### config.mk
export PLATFORM = sky130hd
export DESIGN_NAME = battleship_turn_ctrl
export DESIGN_NICKNAME = d
export VERILOG_FILES = /design/src/rtl/battleship_turn_ctrl.sv
export SDC_FILE = /design/constraint.sdc
export NUM_CORES = 1
export LEC_CHECK = 0
export BUFFER_PORTS_ARGS = -buffer_cell sky130_fd_sc_hd__clkbuf_2
export CAP_MARGIN = 15
export CORE_MARGIN = 4
export CORE_UTILIZATION = 58
export DETAILED_ROUTE_END_ITERATION = 12
export GPL_ROUTABILITY_DRIVEN = 0
export PLACE_DENSITY = 0.8
export SLEW_MARGIN = 10
export SYNTH_ARGS = -nofsm -noshare
export SYNTH_HDL_FRONTEND = slang
export SYNTH_SLANG_ARGS = --single-unit
### constraint.sdc
create_clock -name clk -period 3.8 [get_ports clk]
set_clock_uncertainty 0.05 [all_clocks]
set_input_delay 0 -clock clk [delete_from_list [all_inputs] [get_ports clk]]
set_output_delay 0 -clock clk [all_outputs]
set_load 0.05 [all_outputs]
### src/rtl/battleship_turn_ctrl.sv
// Purpose: Battleship turn sequencer: player cursor, player/PC shot alternation, hull tracking, winner.
// Latency: button rise -> cursor/request 1 cycle; hitValid -> state/count/gameState on the sampling edge.
// Backpressure: shotValid holds with stable fields until shotReady; hitValid outside a wait state is ignored.
//
// Ports:
//   clk, rstSwitch (async active-low)        clock / reset
//   rowButton, colButton, selectButton       debounced levels, edge-detected here
//   rowCoord, colCoord                       player cursor
//   turnPlayer                               1 = player's turn
//   shotValid/shotReady, shotPc, shotRow/Col shot request to the board datapath
//   hitValid, hit, already                   pulsed shot response
//   pcHullsLeft, playerHullsLeft             remaining ship cells per side
//   timeoutPulse                             one-cycle forfeit strobe
//   gameState                                00 playing, 01 player won, 10 PC won
module battleship_turn_ctrl #(
  parameter int GRID        = 5,
  parameter int HULLS       = 6,
  parameter int TURN_CYCLES = 1000
) (
  input  logic       clk,
  input  logic       rstSwitch,
  input  logic       rowButton,
  input  logic       colButton,
  input  logic       selectButton,
  output logic [2:0] rowCoord,
  output logic [2:0] colCoord,
  output logic       turnPlayer,
  output logic       shotValid,
  output logic       shotPc,
  output logic [2:0] shotRow,
  output logic [2:0] shotCol,
  input  logic       shotReady,
  input  logic       hitValid,
  input  logic       hit,
  input  logic       already,
  output logic [3:0] pcHullsLeft,
  output logic [3:0] playerHullsLeft,
  output logic       timeoutPulse,
  output logic [1:0] gameState
);

  localparam int          TW    = $clog2(TURN_CYCLES);
  localparam logic [TW-1:0] TLAST = TW'(TURN_CYCLES - 1);
  localparam logic [2:0]  GMAX  = 3'(GRID - 1);
  localparam logic [3:0]  GLIM  = 4'(GRID);
  localparam logic [3:0]  HINIT = 4'(HULLS);

  typedef enum logic [2:0] {P_AIM, P_REQ, P_WAIT, PC_PICK, PC_REQ, PC_WAIT, DONE} state_t;

  state_t        r_state;
  logic          r_row_q, r_col_q, r_sel_q;
  logic [7:0]    r_lfsr;
  logic [TW-1:0] r_timer;
  logic [2:0]    r_row, r_col, r_shot_row, r_shot_col;
  logic          r_turn, r_shot_vld, r_shot_pc, r_timeout;
  logic [3:0]    r_pc_hulls, r_pl_hulls;
  logic [1:0]    r_game;

  logic       w_row_rise, w_col_rise, w_sel_rise, w_any_rise;
  logic       w_lfsr_fb, w_cand_ok;
  logic [2:0] w_row_next, w_col_next;

  assign w_row_rise = rowButton & ~r_row_q;
  assign w_col_rise = colButton & ~r_col_q;
  assign w_sel_rise = selectButton & ~r_sel_q;
  assign w_any_rise = w_row_rise | w_col_rise | w_sel_rise;
  assign w_row_next = (r_row == GMAX) ? 3'd0 : r_row + 3'd1;
  assign w_col_next = (r_col == GMAX) ? 3'd0 : r_col + 3'd1;

  // Fibonacci taps 8,6,5,4 mapped onto bits [7],[5],[4],[3]
  assign w_lfsr_fb = r_lfsr[7] ^ r_lfsr[5] ^ r_lfsr[4] ^ r_lfsr[3];
  // 4-bit compare so GRID = 8 does not wrap to zero
  assign w_cand_ok = ({1'b0, r_lfsr[2:0]} < GLIM) && ({1'b0, r_lfsr[5:3]} < GLIM);

  always_ff @(posedge clk or negedge rstSwitch) begin
    if (!rstSwitch) begin
      r_state    <= P_AIM;
      r_row_q    <= 1'b0;
      r_col_q    <= 1'b0;
      r_sel_q    <= 1'b0;
      r_lfsr     <= 8'h01;
      r_timer    <= '0;
      r_row      <= 3'd0;
      r_col      <= 3'd0;
      r_shot_row <= 3'd0;
      r_shot_col <= 3'd0;
      r_turn     <= 1'b1;
      r_shot_vld <= 1'b0;
      r_shot_pc  <= 1'b0;
      r_timeout  <= 1'b0;
      r_pc_hulls <= HINIT;
      r_pl_hulls <= HINIT;
      r_game     <= 2'b00;
    end else begin
      r_row_q   <= rowButton;
      r_col_q   <= colButton;
      r_sel_q   <= selectButton;
      r_lfsr    <= {r_lfsr[6:0], w_lfsr_fb};
      r_timeout <= 1'b0;
      case (r_state)
        P_AIM: begin
          if (w_row_rise) r_row <= w_row_next;
          if (w_col_rise) r_col <= w_col_next;
          if (w_sel_rise) begin
            // select captures the cursor as it was before any same-cycle increment
            r_shot_row <= r_row;
            r_shot_col <= r_col;
            r_shot_pc  <= 1'b0;
            r_shot_vld <= 1'b1;
            r_timer    <= '0;
            r_state    <= P_REQ;
          end else if (w_any_rise) begin
            r_timer <= '0;
          end else if (r_timer == TLAST) begin
            r_timeout <= 1'b1;
            r_turn    <= 1'b0;
            r_timer   <= '0;
            r_state   <= PC_PICK;
          end else begin
            r_timer <= r_timer + TW'(1);
          end
        end
        P_REQ: begin
          if (shotReady) begin
            r_shot_vld <= 1'b0;
            r_state    <= P_WAIT;
          end
        end
        PC_REQ: begin
          if (shotReady) begin
            r_shot_vld <= 1'b0;
            r_state    <= PC_WAIT;
          end
        end
        P_WAIT: begin
          if (hitValid) begin
            if (already) begin
              r_state <= P_AIM;
            end else if (hit && r_pc_hulls == 4'd1) begin
              r_pc_hulls <= 4'd0;
              r_game     <= 2'b01;
              r_state    <= DONE;
            end else begin
              if (hit && r_pc_hulls != 4'd0) r_pc_hulls <= r_pc_hulls - 4'd1;
              r_turn  <= 1'b0;
              r_state <= PC_PICK;
            end
          end
        end
        PC_PICK: begin
          if (w_cand_ok) begin
            r_shot_row <= r_lfsr[2:0];
            r_shot_col <= r_lfsr[5:3];
            r_shot_pc  <= 1'b1;
            r_shot_vld <= 1'b1;
            r_state    <= PC_REQ;
          end
        end
        PC_WAIT: begin
          if (hitValid) begin
            if (already) begin
              r_state <= PC_PICK;
            end else if (hit && r_pl_hulls == 4'd1) begin
              r_pl_hulls <= 4'd0;
              r_game     <= 2'b10;
              r_state    <= DONE;
            end else begin
              if (hit && r_pl_hulls != 4'd0) r_pl_hulls <= r_pl_hulls - 4'd1;
              r_turn  <= 1'b1;
              r_state <= P_AIM;
            end
          end
        end
        DONE: begin
          r_shot_vld <= 1'b0;
        end
        default: r_state <= P_AIM;
      endcase
    end
  end

  assign rowCoord        = r_row;
  assign colCoord        = r_col;
  assign turnPlayer      = r_turn;
  assign shotValid       = r_shot_vld;
  assign shotPc          = r_shot_pc;
  assign shotRow         = r_shot_row;
  assign shotCol         = r_shot_col;
  assign pcHullsLeft     = r_pc_hulls;
  assign playerHullsLeft = r_pl_hulls;
  assign timeoutPulse    = r_timeout;
  assign gameState       = r_game;

endmodule

==> impl_results.md, run 1 <==
- Syn avg cell area: 10.0 um2
- Sw power: 1.07 mW
- Power per standard cell area: 770 nW/um2
- Post-DP HPWL: 3.75 mm
- Cell taking the most area after synthesis: dfrtp_1
- Synthesized area: ~2600 um2
- Vias in the first global route: 1972
- Share of cells above drive strength 1: 20.3%
- Grt ovf: 0
- Seq cells post-synth: 50
- Worst Hold Margin: 0.115 ns
- Slowest stage delay, CP: roughly 0.59 ns
- Dominant cell by count in the synthesized netlist: dfrtp_1
- Hold depth: 4
- Worst path arrival time: 2.21 ns
- Static Leak: 1.47 nW
- Clk pwr share: 16.2%
- Vias per cell: 5.75
- Placed inst area: around 2800 um2
- Final hold violation count: 0
- Htree depth: 2
- Hold Path Origin: shotReady
- Placeable Area: 4350 um2
- GRT met1 Usage: 26.2%
- Crit path cell chain: nor3_4, o2111ai_2, nor2_2, a21oi_1, a31oi_1
- FILL cells: between 300 and 400
- Hold Path End: shotValid$_DFFE_PN0P_
- CP required: 3.98 ns
- Design Power: 2.30 mW
- Final #Nets: 320
- RSZ-0062 raised after global routing: false
- Synth warnings: 0
- Wire per inst: 14.8 um
- Internal power: 1.24 mW
- Main synth FF type: dfrtp_1
- Register-to-Register Path Depth: 5
- Initial antenna violation count: 0
- Antenna Nets Post-Route: 0
- Sequential Power Share: 36.3%
- DRC viols: 0
- Synth top area share: a little over two fifths
- Max-cap violations: 0
- Post-synth EDFFs: 0
- Setup slack, reg-to-reg: around 1.8 ns
- Die Wd: 75.2 um
- Switching Share: 46.3%
- Met3 Use GR: 2.80%
- Slew margin rel.: 56.5%
- Max Root-Sink Buffers: 2
- First-pass GRT wire length: 8.97 mm
- Peak supply drop: 0.544 mV
- CTS Buf Count: 5
- Post-CTS Setup Bufs: 0
- WL final: 5.24 mm
- GRT Total Usage: 20.7%
- Final design utilization: between 60% and 70%
- Largest fanout on the critical path: 18
- Clk sinks: 50
- Final slew viol count: 0
- Drt pass-1 iters: 4
- Critical path class: flop to flop
- Core Rows: 24
- Syn_nets: about 280
- Ratio of final minimum period to clock period: a little over half
- Yosys cell types: 54
- Crit. End Element: flop
- Fmax: just under 500 MHz
- Met2 Use GR: 36.4%
- Final worst path period need: 2.03 ns
- Clock Tree Root: clkbuf_8
- I/O pin total: 35
- Starting density of the core: 60.2%
- Largest net degree at the start of global routing: 51
- Setup Viol. Count Final: 0
- Hold Crit Class: input port to flop
- Setup TNS Final: 0 ns
- Register area share after synthesis: 48.0%
- Gate power share: between 40% and 50%
- Multi-input gate area: 1270 um2
- DRT iter0 DRCs: 103
- Design area: ~3000 um2
- Critical Path Start Type: flop
- Die H: 75.2 um
- R2R Path End: r_timer[4]$_DFFE_PN0P_
- Async SR Flop Fraction: 100%
- Critical R2R Launch: r_state[1]$_DFFE_PN0P_
- Total die area: 5660 um2
- CTS tree: done
- Storage cell area: 1260 um2
- Synth area leaders: dfrtp_1 (42%), dfstp_2 (6.0%), ha_1 (5.3%)
- Most Crowded Layer GR: met2
- Synth cell count leaders: dfrtp_1 (44), nand2_1 (23), nor2_1 (20)
- I/O Buffers: 34
- Antenna cells: 0
- Total number of vias: ~2000
- Worst Setup SP: r_state[1]$_DFFE_PN0P_
- Clock Latency Late Sink: 0.30 ns
- Synthesis-to-finish area growth: 14.1%
- Crit path max-delay cell type: dfrtp_1
- Slew @ Worst Pin: 0.647 ns
- Status: finished clean
- Clock transition at the registers of the reported paths: 0.09 ns
- Synth Instances: 261
-- power by group through the flow --
stage	Combinational [mW]	Clock (mW)	Sequential, mW
3_3_place_gp	1.06	0	0.840
3_5_place_dp	1.10	0	0.844
6_report	1.09	0.372	0.837
4_1_cts	1.10	0.378	0.836
2_1_floorplan	0.602	0	1.10
5_1_grt	1.19	0.400	0.863
-- registers in the layout (all words and copies together) (netlist names) --
register	cells
r_state	3
shotCol	3
colCoord	3
r_row_q	1
gameState	2
timeoutPulse	1
rowCoord	3
r_col_q	1
r_sel_q	1
turnPlayer	1
playerHullsLeft	4
shotValid	1
shotRow	3
r_lfsr	8
shotPc	1
r_timer	10
pcHullsLeft	4
-- critical path, delay by kind of cell, from the launching register on --
family,cells,cell delay [ns]
AND/OR/NAND/NOR,2,0.75
AO/OA/AOI/OAI,3,0.57
flip-flops,1,0.59
-- cells by family after synthesis --
kind of cell             count (synthesis)  synth area share [%]
flip-flops                              50                  48.0
adder cells (fa/ha/maj)                 12                  5.64
AND/OR/NAND/NOR                         94                  19.6
AO/OA/AOI/OAI                           64                  15.8
multiplexers                            13                  5.73
buffers and inverters                   23                  3.53
XOR/XNOR                                 5                  1.67
-- cells in the final DEF (no fill, tap or decap), types with 5 or more instances in the layout --
master	instances
o21ai_0	6
a21oi_1	12
nand2_1	23
nor3_1	6
mux2i_1	6
nand3_1	6
a21o_1	6
nor2_1	20
clkbuf_8	5
nand2b_1	7
ha_1	11
clkbuf_2	34
o21ai_1	13
dfstp_2	6
dlygate4sd3_1	5
inv_1	14
dfrtp_1	44
-- worst max-delay path by stage --
stage                                    end  slack [ns]  cells past startpoint
detailed placement   rowCoord[1]$_DFFE_PN0P_        1.80                      3
CTS                  rowCoord[1]$_DFFE_PN0P_        1.78                      3
global route          r_timer[4]$_DFFE_PN0P_        1.59                      5
floorplan           gameState[1]$_DFFE_PN0P_        1.79                      7
global placement     colCoord[1]$_DFFE_PN0P_        1.83                      3
finish                r_timer[4]$_DFFE_PN0P_        1.77                      5
-- per-stage QoR --
step                instances  setup slack [ns]
finish                    353              1.77
global route              353              1.59
CTS                       353              1.78
detailed placement        340              1.80
global placement          340              1.83
floorplan                 261              1.79
-- layout make-up --
| class | instances | area share [%] |
|---|---|---|
| repair buffers | 41 | 7.87 |
| clock inverters | 2 | 1.26 |
| clock buffers | 6 | 2.43 |
| flip-flops and latches | 50 | 42.1 |
| well taps | 52 | 2.18 |
| multi-input cells | 188 | 42.4 |
| inverters | 14 | 1.76 |
-- what timing repair did --
| item | in CTS | in global routing |
|---|---|---|
| hold endpoints to repair | 48 | 0 |
| gates resized for setup | 0 | 0 |
| hold buffers | 5 | 0 |
-- per-layer routing --
metal / part of all wire, % / up-vias
li1: - / 1001
met1: 46 / 989
met2: 49 / 33
met3: 3.5 / 7
met4: 1.4 / 0
met5: 0 / -
No activity file was read; power rests on OpenSTA's default activity.
==> run 2: changes to the inputs <==
--- a/config.mk
+++ b/config.mk
@@ -8,10 +8,10 @@
 export BUFFER_PORTS_ARGS = -buffer_cell sky130_fd_sc_hd__clkbuf_2
 export CAP_MARGIN = 15
 export CORE_MARGIN = 4
-export CORE_UTILIZATION = 58
+export CORE_UTILIZATION = 57
 export DETAILED_ROUTE_END_ITERATION = 12
 export GPL_ROUTABILITY_DRIVEN = 0
-export PLACE_DENSITY = 0.8
+export PLACE_DENSITY = 0.79
 export SLEW_MARGIN = 10
 export SYNTH_ARGS = -nofsm -noshare
 export SYNTH_HDL_FRONTEND = slang
==> constraint.sdc (replaced) <==
create_clock -name clk -period 1.9 [get_ports clk]
set_clock_uncertainty 0.05 [all_clocks]
set_input_delay 0 -clock clk [delete_from_list [all_inputs] [get_ports clk]]
set_output_delay 0 -clock clk [all_outputs]
set_load 0.05 [all_outputs]
==> run 2 against run 1 <==
Compared with the run above: critical path depth up 1; clock-buffer cell count down 1; sequential share of layout area down 2.5 points; die area up 1.6%; power up 110%; largest cell class unchanged.
==> impl_results.md, run 2 (synthesis results as in run 1) <==
- Status: finished clean (unchanged)
- Core Rows: 24 (unchanged)
- Synthesis-to-finish area growth: 21.9% (was 14.1%)
- Antenna cells: 0 (unchanged)
- Clock transition at the registers of the reported paths: 0.10 ns (was 0.09 ns)
- Design Power: 4.87 mW (was 2.30 mW)
- Hold Crit Class: input port to flop (unchanged)
- Sequential Power Share: 34.0% (was 36.3%)
- Peak supply drop: 1.02 mV (was 0.544 mV)
- Pre-CTS WS: 0.0366 ns (was 1.80 ns)
- CTS Buf Count: 5 (unchanged)
- Drt pass-1 iters: 6 (was 4)
- Largest net degree at the start of global routing: 33 (was 51)
- Final #Nets: 336 (was 320)
- Slew margin rel.: 63.4% (was 56.5%)
- Initial antenna violation count: 0 (unchanged)
- Max-cap violations: 0 (unchanged)
- Share of cells above drive strength 1: 28.7% (was 20.3%)
- Clk pwr share: 16.2% (about the same)
- Clock Latency Late Sink: 0.31 ns (was 0.30 ns)
- Fmax: 545 MHz (was 493 MHz)
- Worst path arrival time: 1.99 ns (was 2.21 ns)
- Total die area: 5740 um2 (was 5660 um2)
- Switching Share: 45.9% (was 46.3%)
- GRT Total Usage: 22.2% (was 20.7%)
- Gate power share: 49.8% (was 47.5%)
- Post-DP HPWL: 4.15 mm (was 3.75 mm)
- Design area: 3190 um2 (was 2990 um2)
- First-pass GRT wire length: 9.65 mm (was 8.97 mm)
- Crit. End Element: flop (unchanged)
- Commonest non-fill, non-tap cell in the layout: dfrtp_1 (unchanged)
- DRC viols: 0 (unchanged)
- Final hold violation count: 0 (unchanged)
- Worst Hold Margin: 0.0873 ns (was 0.115 ns)
- Vias in the first global route: 2037 (was 1972)
- Final slew viol count: 0 (unchanged)
- Grt ovf: 0 (unchanged)
- Internal power: 2.63 mW (was 1.24 mW)
- Wire per inst: 15.6 um (was 14.8 um)
- FILL cells: 337 (was 347)
- Static Leak: 1.56 nW (was 1.47 nW)
- Critical Path Start Type: flop (unchanged)
- Largest fanout on the critical path: 4 (was 18)
- Placed cells: 354 (was 340)
- Placeable Area: 4410 um2 (was 4350 um2)
- Top flop regs: r_timer (10), r_lfsr (8) (unchanged)
- Starting density of the core: 59.4% (was 60.2%)
- Die Wd: 75.8 um (was 75.2 um)
- Slew @ Worst Pin: 0.542 ns (was 0.647 ns)
- Htree depth: 2 (unchanged)
- Setup Viol. Count Final: 0 (unchanged)
- Most frequent cells in the layout: dfrtp_1 (39), clkbuf_2 (34), nand2_1 (21) (was dfrtp_1 (44), clkbuf_2 (34), nand2_1 (23))
- Critical path class: flop to flop (unchanged)
- WL final: 5.74 mm (was 5.24 mm)
- Die H: 75.8 um (was 75.2 um)
- Largest Register: r_timer (unchanged)
- I/O Buffers: 34 (unchanged)
- Power per standard cell area: 1520 nW/um2 (was 770 nW/um2)
- Antenna Nets Post-Route: 0 (unchanged)
- DRT iter0 DRCs: 230 (was 103)
- I/O pin total: 35 (unchanged)
- Placed inst area: 2980 um2 (was 2830 um2)
- Max reg flops: 10 (unchanged)
- Sw power: 2.23 mW (was 1.07 mW)
- Setup TNS Final: 0 ns (unchanged)
- Vias per cell: 5.76 (was 5.75)
- Clk sinks: 50 (unchanged)
- Ratio of final minimum period to clock period: 96.6% (was 53.4%)
- CTS tree: done (unchanged)
- Max Root-Sink Buffers: 2 (unchanged)
- Non-filler cells, final: 369 (was 353)
- Final design utilization: 72.4% (was 68.7%)
- Final worst path period need: 1.83 ns (was 2.03 ns)
- Worst Setup Slack, final: 0.0654 ns (was 1.77 ns)
- Clock Tree Root: clkbuf_8 (unchanged)
- Total number of vias: 2126 (was 2030)
- CP required: 2.06 ns (was 3.98 ns)
## run 2: power groups by stage
stage	Combinational, mW	Sequential (mW)	Clock (mW)
after CTS	2.40	1.63	0.798
after global routing	2.65	1.71	0.857
final	2.42	1.66	0.789
after global placement	2.32	1.63	0
after floorplan	1.21	2.21	0
after detailed placement	2.38	1.65	0
## run 2: final cells by class
type,count,area [um2],share of cell area [%]
clock buffer,5,68.8,2.15
multi-input combinational,188,1330,41.6
sequential,50,1260,39.6
clock inverter,3,47.5,1.49
tap,52,65.1,2.04
timing repair buffer,57,368,11.5
inverter,14,52.6,1.65
## run 2: repair_timing
action | in CTS | in global routing
buffers inserted | 0 | 2
hold buffers | 5 | 0
setup endpoints to repair | 0 | 13
resized for setup | 0 | 7
hold endpoints to repair | 42 | 0
## run 2: final timing paths
check / startpoint / end / slack (ns) / cells after the start
worst max-delay path: r_timer[0]$_DFFE_PN0P_ / r_state[2]$_DFFE_PN0P_ / 0.07 / 6
worst min-delay path: shotReady / shotValid$_DFFE_PN0P_ / 0.09 / 4
worst max register to register: r_timer[0]$_DFFE_PN0P_ / r_state[2]$_DFFE_PN0P_ / 0.07 / 6
worst min register to register: r_lfsr[6]$_DFF_PN0_ / r_lfsr[7]$_DFF_PN0_ / 0.30 / 0
max in group asynchronous: rstSwitch / pcHullsLeft[2]$_DFFE_PN1P_ / 1.06 / 3
min in group asynchronous: rstSwitch / r_timer[8]$_DFFE_PN0P_ / 0.13 / 2
## run 2: critical path, stage by stage, from the launching register on
cell	delay, ns
dfrtp_1	0.43
ha_4	0.17
nand2_1	0.08
or4_4	0.44
o21ai_2	0.16
o21ai_2	0.10
mux2_4	0.30
## run 2: routing by layer
layer,global-route usage (%),vias up,wire length (um)
met5,0,-,0
met2,35.9,66,2790
met1,29.5,1012,2580
met4,6.80,0,53
li1,-,1042,-
met3,5.28,6,321
